## src/rtl/mips_pkg.sv

```systemverilog
// Shared MIPS definitions: SPECIAL opcode, multiply/divide and HI/LO move
// funct codes, and the encoding of the multiply/divide unit's FSM states.
package mips_pkg;

  localparam logic [5:0] OP_SPECIAL = 6'h00;

  localparam logic [5:0] FN_MFHI  = 6'h10;
  localparam logic [5:0] FN_MTHI  = 6'h11;
  localparam logic [5:0] FN_MFLO  = 6'h12;
  localparam logic [5:0] FN_MTLO  = 6'h13;
  localparam logic [5:0] FN_MULT  = 6'h18;
  localparam logic [5:0] FN_MULTU = 6'h19;
  localparam logic [5:0] FN_DIV   = 6'h1A;
  localparam logic [5:0] FN_DIVU  = 6'h1B;

  typedef enum logic {
    IDLE = 1'b0,
    BUSY = 1'b1
  } mdStateT;

endpackage

```

## src/rtl/ex_muldiv_core.sv

```systemverilog
// Iterative multiply/divide datapath: one radix-2 step per clock.
// Ports:
//   clock, reset     rising-edge clock, async active-high reset
//   start            latch operands and clear the accumulator
//   step             run one shift-add (multiply) or restoring (divide) step
//   isDiv, isSigned  operation kind, sampled with start
//   a, b             dividend/multiplicand and divisor/multiplier
//   resHi, resLo     sign-corrected result as it will stand after this step
import mips_pkg::*;

module ex_muldiv_core (
  input  logic        clock,
  input  logic        reset,
  input  logic        start,
  input  logic        step,
  input  logic        isDiv,
  input  logic        isSigned,
  input  logic [31:0] a,
  input  logic [31:0] b,
  output logic [31:0] resHi,
  output logic [31:0] resLo
);

  logic [31:0] opnd, accHi, accLo, rawA;
  logic        opDiv, signA, signB, divZero;
  logic [31:0] magA, magB;
  logic [32:0] sum, shifted;
  logic [31:0] diff, nextHi, nextLo, quo, rem;
  logic [63:0] prod, prodFix;

  assign magA = (isSigned && a[31]) ? (~a + 32'd1) : a;
  assign magB = (isSigned && b[31]) ? (~b + 32'd1) : b;

  // Multiply: {accHi, accLo} is {partial sum, remaining multiplier bits}.
  // Divide:   accHi is the partial remainder, accLo shifts dividend out
  //           at the top and quotient bits in at the bottom.
  assign sum     = {1'b0, accHi} + {1'b0, (accLo[0] ? opnd : 32'd0)};
  assign shifted = {accHi, accLo[31]};
  assign diff    = shifted[31:0] - opnd;

  always_comb begin
    nextHi = accHi;
    nextLo = accLo;
    if (opDiv) begin
      if (shifted >= {1'b0, opnd}) begin
        nextHi = diff;
        nextLo = {accLo[30:0], 1'b1};
      end else begin
        nextHi = shifted[31:0];
        nextLo = {accLo[30:0], 1'b0};
      end
    end else begin
      nextHi = sum[32:1];
      nextLo = {sum[0], accLo[31:1]};
    end
  end

  // signA/signB are only set for signed ops, so unsigned ops never negate.
  assign prod    = {nextHi, nextLo};
  assign prodFix = (signA ^ signB) ? (~prod + 64'd1) : prod;
  assign quo     = (signA ^ signB) ? (~nextLo + 32'd1) : nextLo;
  assign rem     = signA ? (~nextHi + 32'd1) : nextHi;

  always_comb begin
    resHi = prodFix[63:32];
    resLo = prodFix[31:0];
    if (divZero) begin
      resHi = rawA;
      resLo = 32'hFFFF_FFFF;
    end else if (opDiv) begin
      resHi = rem;
      resLo = quo;
    end
  end

  always_ff @(posedge clock or posedge reset) begin
    if (reset) begin
      opnd    <= '0;
      accHi   <= '0;
      accLo   <= '0;
      rawA    <= '0;
      opDiv   <= 1'b0;
      signA   <= 1'b0;
      signB   <= 1'b0;
      divZero <= 1'b0;
    end else if (start) begin
      opDiv   <= isDiv;
      signA   <= isSigned & a[31];
      signB   <= isSigned & b[31];
      divZero <= isDiv && (b == 32'd0);
      rawA    <= a;
      opnd    <= isDiv ? magB : magA;
      accHi   <= '0;
      accLo   <= isDiv ? magA : magB;
    end else if (step) begin
      accHi <= nextHi;
      accLo <= nextLo;
    end
  end

endmodule

```

## src/rtl/ex_muldiv.sv

```systemverilog
// EX-stage multiply/divide unit with architectural HI/LO registers.
// Ports:
//   clock, reset   rising-edge clock, async active-high reset
//   iInstr         ID/EX instruction word
//   iA, iB         rs / rt operands
//   ivalid         ID/EX entry is live
//   iFlush         squash the in-flight operation / block this cycle's op
//   oStall         hold the ID/EX register (combinational)
//   oResult        HI or LO for MFHI/MFLO, else 0 (combinational)
//   oHI, oLO       architectural HI/LO
//   oBusy          an iterative operation is running
//
// state | meaning
// IDLE  | accepts MULT/DIV, executes MTHI/MTLO/MFHI/MFLO
// BUSY  | 32 iteration edges; HI/LO written on the edge where count==31
import mips_pkg::*;

module ex_muldiv (
  input  logic        clock,
  input  logic        reset,
  input  logic [31:0] iInstr,
  input  logic [31:0] iA,
  input  logic [31:0] iB,
  input  logic        ivalid,
  input  logic        iFlush,
  output logic        oStall,
  output logic [31:0] oResult,
  output logic [31:0] oHI,
  output logic [31:0] oLO,
  output logic        oBusy
);

  mdStateT     state;
  logic [4:0]  count;
  logic [31:0] hiReg, loReg, coreHi, coreLo;
  logic [5:0]  funct;
  logic        isSpecial, isMulOp, isDivOp, isSignedOp;
  logic        isMfhi, isMflo, isMthi, isMtlo, isAny, accept;
  logic        unusedInstrBits;

  assign unusedInstrBits = ^iInstr[25:6];

  assign funct      = iInstr[5:0];
  assign isSpecial  = ivalid && (iInstr[31:26] == OP_SPECIAL);
  assign isMulOp    = isSpecial && ((funct == FN_MULT) || (funct == FN_MULTU));
  assign isDivOp    = isSpecial && ((funct == FN_DIV) || (funct == FN_DIVU));
  assign isSignedOp = isSpecial && ((funct == FN_MULT) || (funct == FN_DIV));
  assign isMfhi     = isSpecial && (funct == FN_MFHI);
  assign isMflo     = isSpecial && (funct == FN_MFLO);
  assign isMthi     = isSpecial && (funct == FN_MTHI);
  assign isMtlo     = isSpecial && (funct == FN_MTLO);
  assign isAny      = isMulOp | isDivOp | isMfhi | isMflo | isMthi | isMtlo;

  assign accept  = (state == IDLE) && !iFlush && (isMulOp || isDivOp);
  assign oStall  = isAny && (state == BUSY) && !iFlush;
  assign oBusy   = (state == BUSY);
  assign oHI     = hiReg;
  assign oLO     = loReg;
  assign oResult = (state != IDLE) ? 32'd0 :
                   isMfhi          ? hiReg :
                   isMflo          ? loReg : 32'd0;

  ex_muldiv_core uCore (
    .clock    (clock),
    .reset    (reset),
    .start    (accept),
    .step     (state == BUSY),
    .isDiv    (isDivOp),
    .isSigned (isSignedOp),
    .a        (iA),
    .b        (iB),
    .resHi    (coreHi),
    .resLo    (coreLo)
  );

  always_ff @(posedge clock or posedge reset) begin
    if (reset) begin
      state <= IDLE;
      count <= '0;
      hiReg <= '0;
      loReg <= '0;
    end else begin
      case (state)
        IDLE: begin
          if (!iFlush) begin
            if (accept) begin
              state <= BUSY;
              count <= '0;
            end
            if (isMthi) hiReg <= iA;
            if (isMtlo) loReg <= iA;
          end
        end
        BUSY: begin
          if (iFlush) begin
            state <= IDLE;
          end else if (count == 5'd31) begin
            hiReg <= coreHi;
            loReg <= coreLo;
            state <= IDLE;
          end else begin
            count <= count + 5'd1;
          end
        end
        default: state <= IDLE;
      endcase
    end
  end

endmodule

```

## config.mk

```make
export PLATFORM = sky130hd
export DESIGN_NAME = ex_muldiv
export DESIGN_NICKNAME = d
export VERILOG_FILES = /design/src/rtl/mips_pkg.sv /design/src/rtl/ex_muldiv_core.sv /design/src/rtl/ex_muldiv.sv
export SDC_FILE = /design/constraint.sdc
export NUM_CORES = 1
export LEC_CHECK = 0
export CAP_MARGIN = 20
export CELL_PAD_IN_SITES_DETAIL_PLACEMENT = 0
export CELL_PAD_IN_SITES_GLOBAL_PLACEMENT = 1
export CORE_ASPECT_RATIO = 0.75
export CORE_MARGIN = 10
export CORE_UTILIZATION = 43
export DETAILED_ROUTE_END_ITERATION = 8
export PLACE_DENSITY_LB_ADDON = 0.08
export SETUP_SLACK_MARGIN = 0.1
export SLEW_MARGIN = 15
export SYNTH_ARGS = -nofsm -noshare
export SYNTH_HDL_FRONTEND = slang
export SYNTH_SLANG_ARGS = --single-unit
```

## constraint.sdc

```tcl
create_clock -name clock -period 9.06 [get_ports clock]
set_clock_uncertainty 0.1 [all_clocks]
set_input_delay 2.265 -clock clock [delete_from_list [all_inputs] [get_ports clock]]
set_output_delay 2.265 -clock clock [all_outputs]
set_load 0.05 [all_outputs]
```

Word level (Yosys, flattened, before mapping)
Index checks and enable logic that the tools add are counted.

storage, ports and cells
  flip-flop bits (word level) = 202
  bits of input ports = 100
  output and inout port bits = 98
  word-level logic and storage cells = 120

operators by class
  $add $sub $neg = 8
  $lt $le $gt $ge = 1
  equal/unequal tests = 16
  muxes and demuxes = 43
  bitwise operators = 14
  reduce and logical (&&, ||, !) cells = 26

operator list
  operator                                                               count
  32-bit 2-to-1 mux                                                      29
  32-bit by 1-bit adder with 32-bit output, second input constant        4
  32-bit inverter                                                        4
  32-bit case mux with 2 select lines                                    2
  64-bit by 1-bit adder with 64-bit output, second input constant        1
  64-bit 2-to-1 mux                                                      1
  64-bit inverter                                                        1
  6-bit by 5-bit equality test with 1-bit output, second input constant  8
  32-bit by 32-bit adder with 33-bit output                              1
  33-bit by 32-bit greater-or-equal comparator with 1-bit output         1
  32-bit logical NOT                                                     1
  32-bit subtractor                                                      1
  5-bit 2-to-1 mux                                                       4
  1-bit logical AND                                                      15
  2-bit inequality test, second input constant                           6
  4-bit AND reduction                                                    3
  5-bit case mux with 2 select lines                                     1
  6-bit logical NOT                                                      1
  5-bit by 1-bit adder with 5-bit output, second input constant          1
  5-bit equality test, second input constant                             1
  1-bit 2-to-1 mux                                                       5
  1-bit bitwise OR                                                       5
  1-bit logical OR                                                       4
  1-bit bitwise AND                                                      2
  6 further kinds                                                        6

Depth between registers and ports, before layout
Gate-level depths: netlist (run 1).

  depth in word-level cells = 11
  gate-level depth with buffers = 24
  mapped depth without buffers = 22

Modules after synthesis
Synthesis (run 1) repeated with hierarchy kept, for this count alone.

second synthesis, totals
  cells, all modules = 2484
  area total of the unflattened synthesis = 19428.6 um^2

modules (own cells, without submodules)
  module          instances  cells an instance  area an instance (um^2)  sequential area each (um^2)
  ex_muldiv_core  1          1958               14770.4                  3303.2
  ex_muldiv       1          526                4658.2                   1751.7

Least setup slack after synthesis (run 1)
Ideal clock, no wire load.

  kind = input port to output port
  start point = input port iInstr[31]
  end point = output port oResult[10]
  data arrival time = 3.987 ns
  required time = 6.695 ns
  path slack = 2.708 ns
  stages on the path = 6
  path buffers = 1
  path through = nor4b_1 > nand4b_1 > nor3_1 > nand2b_1 > clkbuf_1 > nor2_1

on the way
  longest elaborated chain between the ends = 6
  elaborated cells between the ends (all ways) = 7
  those cells by class = mux: 3; reduce/logical: 4

RTL lines
  element              RTL line         source
  start, declared      ex_muldiv.sv:21  input logic [31:0] iInstr,
  6-bit logical NOT *  ex_muldiv.sv:44  assign isSpecial = ivalid && (iInstr[31:26] == OP_SPECIAL);
  1-bit logical AND *  ex_muldiv.sv:44
  1-bit logical AND    ex_muldiv.sv:49  assign isMflo = isSpecial && (funct == FN_MFLO);
  32-bit 2-to-1 mux    ex_muldiv.sv:61  isMflo ? loReg : 32'd0;
  32-bit 2-to-1 mux *  ex_muldiv.sv:60  isMfhi ? hiReg :
  32-bit 2-to-1 mux *  ex_muldiv.sv:59  assign oResult = (state != IDLE) ? 32'd0 :
  end, declared        ex_muldiv.sv:27  output logic [31:0] oResult,

Every way passes the cells marked *; elsewhere a longest branch is shown, timed or not.

Worst setup path in the final report (run 1)
  start point = input port iInstr[31]
  end point = output port oResult[4]

Same word-level chain as after synthesis.

==> results of run 1 <==
[cell type report]
type / count / area [um^2]
antenna: 2 / 5.00
clock buffer: 36 / 727
clock inverter: 7 / 164
fill: 4069 / 20000
inverter: 70 / 270
multi-input combinational: 1885 / 12100
sequential: 202 / 5060
tap: 561 / 702
timing repair buffer: 210 / 2010
[cells in the mapped netlist, types with 31 or more instances]
| master | instances |
|---|---|
| and2_1 | 43 |
| o21ai_0 | 169 |
| nor3_1 | 68 |
| dfrtp_1 | 202 |
| xor2_1 | 62 |
| clkbuf_1 | 109 |
| o22ai_1 | 67 |
| xnor2_1 | 85 |
| a31oi_1 | 32 |
| nor2_1 | 241 |
| and3_1 | 31 |
| ha_1 | 70 |
| inv_1 | 68 |
| mux2i_1 | 69 |
| nand3_1 | 33 |
| a21oi_1 | 144 |
| nand2_1 | 286 |
[power groups by stage]
stage | logic, W | clock network, W | registers [W]
after detailed placement | 0.00114 | 0 | 0.00101
after CTS | 0.00115 | 0.00112 | 0.000995
final | 0.00119 | 0.00112 | 0.000998
after global routing | 0.00126 | 0.00116 | 0.00100
after global placement | 0.00114 | 0 | 0.00101
after floorplan | 0.000729 | 0 | 0.00100
[registers in the layout, summed over array words and instances (netlist names)]
signal and count:
uCore.rawA 32, uCore.divZero 1, uCore.accHi 32, oLO 32
count 5, uCore.accLo 32, uCore.signA 1, uCore.opnd 32
oBusy 1, uCore.opDiv 1, uCore.signB 1, oHI 32
[per-layer routing]
layer | share of wire [%] | up-vias | track usage [%] | wire length [um]
li1 | - | 8625 | - | -
met1 | 48 | 9273 | 47.9 | 38600
met2 | 38 | 1162 | 39.9 | 30200
met3 | 12 | 74 | 7.97 | 9710
met4 | 1.9 | 0 | 6.05 | 1530
met5 | 0 | - | 0 | 0
[through the flow]
stage / hold WS [ps] / worst slack [ps] / util, % / std cells
after global placement: 349 / 1400 / 49.1 / 2928
after global routing: 401 / 1300 / 51.2 / 2972
after detailed placement: 354 / 1310 / 49.1 / 2928
after CTS: 370 / 1300 / 51.2 / 2971
after floorplan: 337 / 1180 / - / 2310
final: 370 / 1590 / 51.2 / 2973
[final timing paths]
path,to,slack [ps]
min in group asynchronous,uCore.rawA[21],2060
max in group asynchronous,uCore.opDiv,5390
worst max-delay path,oResult[4],1590
worst max register to register,oHI[19],2940
worst min-delay path,uCore.rawA[25],370
worst min register to register,uCore.rawA[25],370
[cells by family (layout without fill, tap and decap cells)]
logic type               count (synthesis)  in the layout  share of synthesized area (%)
adder cells (fa/ha/maj)                 72             72                           5.10
flip-flops                             202            202                           28.1
AND/OR/NAND/NOR                        864            864                           23.0
AO/OA/AOI/OAI                          721            721                           27.0
XOR/XNOR                               147            147                           7.17
other                                    0              2                              0
buffers and inverters                  223            323                           5.00
multiplexers                            81             81                           4.60
[tightest hold or removal path, stage by stage, from the launching register on]
cell,delay (ps)
dfrtp_1,340
nand2_1,50
nand2_1,50
==> impl_metrics.tcl, run 1 <==
set metrics [dict create \
    outcome "completed" \
    p_seq_share_pct 30.2 \
    critical_path.max_stage_delay_ps 830 \
    synth-seq-cells 202 \
    track_usage_pct 30.4 \
    ys.flop_type "dfrtp_1" \
    overflow 0 \
    holdCritStartpoint "uCore.rawA[25]" \
    reg2reg_from "uCore.accLo[0]" \
    avgSynthCellArea_um2 7.77 \
    antenna_found_initial 1 \
    drive_above_1_share_pct 5.93 \
    min_period_over_period_pct 82.4 \
    io_buffers 177 \
    critical_path.top_delay_family "simple AND/OR/NAND/NOR gates" \
    synth_area_leaders "dfrtp_1 28%, nand2_1 6.0%, nor2_1 5.0%" \
    grt_max_degree 78 \
    synth_edf_count 0 \
    syn_area_mm2 0.0180 \
    max-clock-path-buffers 3 \
    critical_path_class "primary input to output port" \
    critPathArrivalTime_ps 5100 \
    setup_viol 0 \
    cts_buffers 25 \
    hold_path_class "flop to flop" \
    dpl_cell_area_mm2 0.0201 \
    htreeDepth 1 \
    p_switching_w 0.00127 \
    path_clk_slew_ps 60 \
    area_growth_pct 17.0 \
    yosysUniqueCellTypes 98 \
    stdcell_area_mm2 0.0210 \
    synth-warning-count 0 \
    cp-startpoint "iInstr[31]" \
    clk-insertion-delay-late_ps 560 \
    p_leak_nw 8.70 \
    holdBufCountCts 0 \
    irDropWorstVdd_mv 0.113 \
    r2r_cells 18 \
    vias 19100 \
    nets 2566 \
    layout_min_cycle_time_ps 7470 \
    syn_nets 2482 \
    cts_root_buf "clkbuf_16" \
    grt_pass1_vias 17300 \
    synthArstFlopShare_pct 100 \
    cp.depth 7 \
    die_h_um 197 \
    finalHoldViolCount 0 \
    vias_per_cell 6.44 \
    cts-resized-gates 0 \
    wl_mm 80.1 \
    powerDensity_mw_per_mm2 157 \
    power.share.clock_pct 33.9 \
    ant_nets 0 \
    io_pins 198 \
    fmaxAchievable_mhz 134 \
    crit_top_cell "clkdlybuf4s50_1" \
    rows 64 \
    wl_per_cell_um 26.9 \
    postCtsSetupBuffers 0 \
    grt_pass1_wl_mm 118 \
    internal-power_w 0.00204 \
    final_cell_mix "286 x nand2_1, 239 x nor2_1, 200 x dfrtp_1, 176 x clkdlybuf4s50_1, 169 x o21ai_0" \
    maxCapViolCount 0 \
    slowest_stage "clkdlybuf4s50_1" \
    setup-tns-final_ps 0 \
    initial_core_util_pct 43.8 \
    drtIter0Drc 2405 \
    mostFrequentLayoutCell "nand2_1" \
    swShare_pct 38.4 \
    finalPower_w 0.00331 \
    die_x_um 256 \
    path_buf_inv 2 \
    gp_congestion 1.00 \
    required_ps 6700 \
    slew_headroom_pct 15.2 \
    cts_tree "built" \
    cts.sinks 202 \
    tightest_slew_ps 1260 \
    start_kind "primary input" \
    pwr-share-comb_pct 35.9 \
    synthCells 2310 \
    drv_slew 0 \
    grt_setup_unrepaired "no" \
    drtPass1Iterations 8 \
    yosys.area.top_type_share_pct 28.1 \
    yosysSeqAreaShare_pct 28.1 \
    die_area_mm2 0.0504 \
    end_kind "output port" \
    crit_path_cell_trace "clkdlybuf4s50_1, nor4b_1, nand4b_1, nor3_1, nand2b_2, nor2_1, clkdlybuf4s50_1" \
    worstPathMaxFanout 32 \
    whs_path_depth 2 \
    yosys.area.top_type "dfrtp_1" \
    dp.final_hpwl_mm 62.2 \
    drc 0 \
    fp.coreArea_mm2 0.0410 \
]
Power figures use the tool's default switching activity.
==> inputs of run 2 (changes only) <==
==> constraint.sdc (replaced) <==
create_clock -name clock -period 7.3 [get_ports clock]
set_clock_uncertainty 0.1 [all_clocks]
set_input_delay 1.825 -clock clock [delete_from_list [all_inputs] [get_ports clock]]
set_output_delay 1.825 -clock clock [all_outputs]
set_load 0.05 [all_outputs]
==> run 2 against run 1 <==
- non-clock buffer count up 10
- first-iteration DRC count up 18%
- cell count increased by 0.40%
- global-route usage is 0.26 points higher
- via count increased by 0.60%
- hold slack worse by 3.9 ps
- sequential cell count did not move
- power up 22%
- largest cell class unchanged
==> impl_metrics.tcl, run 2 (synthesis results as in run 1) <==
set metrics [dict create \
    drc 0 \
    final_cell_mix "286 x nand2_1, 239 x nor2_1, 200 x dfrtp_1, 169 x o21ai_0, 164 x clkdlybuf4s50_1" \
    layout_min_cycle_time_ps 6300 \
    holdBufCountCts 0 \
    r2r-end "oHI[31]" \
    wl_per_cell_um 27.2 \
    holdPathEnd "uCore.rawA[21]" \
    critPathArrivalTime_ps 4370 \
    slew_headroom_pct 28.2 \
    grt_setup_unrepaired "no" \
    irDropWorstVdd_mv 0.158 \
    die_h_um 197 \
    grt_pass1_vias 17300 \
    drtIter0Drc 2842 \
    fmaxAchievable_mhz 159 \
    required_ps 5380 \
    mostFrequentLayoutCell "nand2_1" \
    vias_per_cell 6.45 \
    reg2reg_from "uCore.accLo[0]" \
    dp.final_hpwl_mm 63.3 \
    rows 64 \
    max-clock-path-buffers 3 \
    track_usage_pct 30.7 \
    nets 2575 \
    cts.sinks 202 \
    nFillCells 4119 \
    fp.coreArea_mm2 0.0410 \
    start_kind "primary input" \
    clk-insertion-delay-late_ps 560 \
    grt_max_degree 162 \
    postCtsSetupBuffers 0 \
    cts_tree "built" \
    end_kind "output port" \
    powerDensity_mw_per_mm2 192 \
    drtPass1Iterations 8 \
    initial_core_util_pct 43.8 \
    grt_pass1_wl_mm 119 \
    critical_path_class "primary input to output port" \
    path_clk_slew_ps 60 \
    setup_viol 0 \
    maxCapViolCount 0 \
    critical_path.max_stage_delay_ps 820 \
    vias 19200 \
    antenna_found_initial 2 \
    min_period_over_period_pct 86.3 \
    setup_ws_ps 1000 \
    slowest_stage "clkdlybuf4s50_1" \
    crit_path_cell_trace "clkdlybuf4s50_1, nor4b_1, nand4b_1, nor3_1, nand2b_1, buf_4, nor2_1, clkdlybuf4s50_1" \
    pre_cts_slack_ps 1000 \
    cts_root_buf "clkbuf_16" \
    setup-tns-final_ps 0 \
    drive_above_1_share_pct 6.74 \
    htreeDepth 1 \
    io_buffers 177 \
    crit_top_cell "clkdlybuf4s50_1" \
    gp_congestion 0.981 \
    die_x_um 256 \
    io_pins 198 \
    outcome "completed" \
    worstPathMaxFanout 32 \
    overflow 0 \
    area_growth_pct 16.9 \
    wl_mm 81.3 \
    r2r_slack_ps 1150 \
    whs_path_depth 2 \
    p_leak_nw 8.74 \
    tightest_slew_ps 1070 \
    drv_slew 0 \
    r2r_cells 16 \
    die_area_mm2 0.0504 \
    ant_nets 0 \
    cts-resized-gates 0 \
    cts_buffers 24 \
    finalHoldViolCount 0 \
    holdCritStartpoint "uCore.rawA[21]" \
    hold_path_class "flop to flop" \
]
## run 2: stage by stage
stage          hold slack (ps)  util, %  power (W)  instances  cell area (um^2)
2_1_floorplan              337        -    0.00215       2310             18000
3_3_place_gp               349     49.2    0.00269       2938             20200
3_5_place_dp               355     49.2    0.00270       2938             20200
4_1_cts                    370     51.2    0.00399       2981             21000
5_1_grt                    389     51.2    0.00418       2982             21000
6_report                   366     51.2    0.00404       2985             21000
## run 2: routing by layer
metal  GRT usage, %  vias to the layer above  routed length (um)
li1               -                     8669                   -
met1           48.3                     9408               39100
met2           40.1                     1084               30800
met3           8.37                       87                9860
met4           5.63                        0                1510
met5              0                        -                   0
## run 2: worst max-delay path by stage
stage                           from     endpoint  slack, ps
after floorplan           iInstr[31]  oResult[10]       1830
after global placement    iInstr[31]  oResult[11]       1040
after detailed placement  iInstr[31]   oResult[3]       1000
after CTS                 iInstr[31]   oResult[3]       1010
after global routing      iInstr[31]   oResult[3]        780
final                     iInstr[31]   oResult[3]       1000
## run 2: report_power, final
part           switching, W  internal, W  total, W
Combinational      0.000992     0.000510   0.00150
Sequential        0.0000790      0.00117   0.00124
Clock              0.000526     0.000764   0.00129
## run 2: cell type report
class,instances,area (um^2),area share (%)
multi-input cells,1885,12100,57.5
flip-flops and latches,202,5060,24.1
repair buffers,220,2070,9.87
well taps,561,702,3.34
clock buffers,36,696,3.31
inverters,70,267,1.27
clock inverters,7,125,0.596
diodes,4,10.0,0.0477
## run 2: critical path, delay by kind of cell
kind | cells | cell delay [ps]
buf+inv | 3 | 1470
simple gates | 5 | 1050
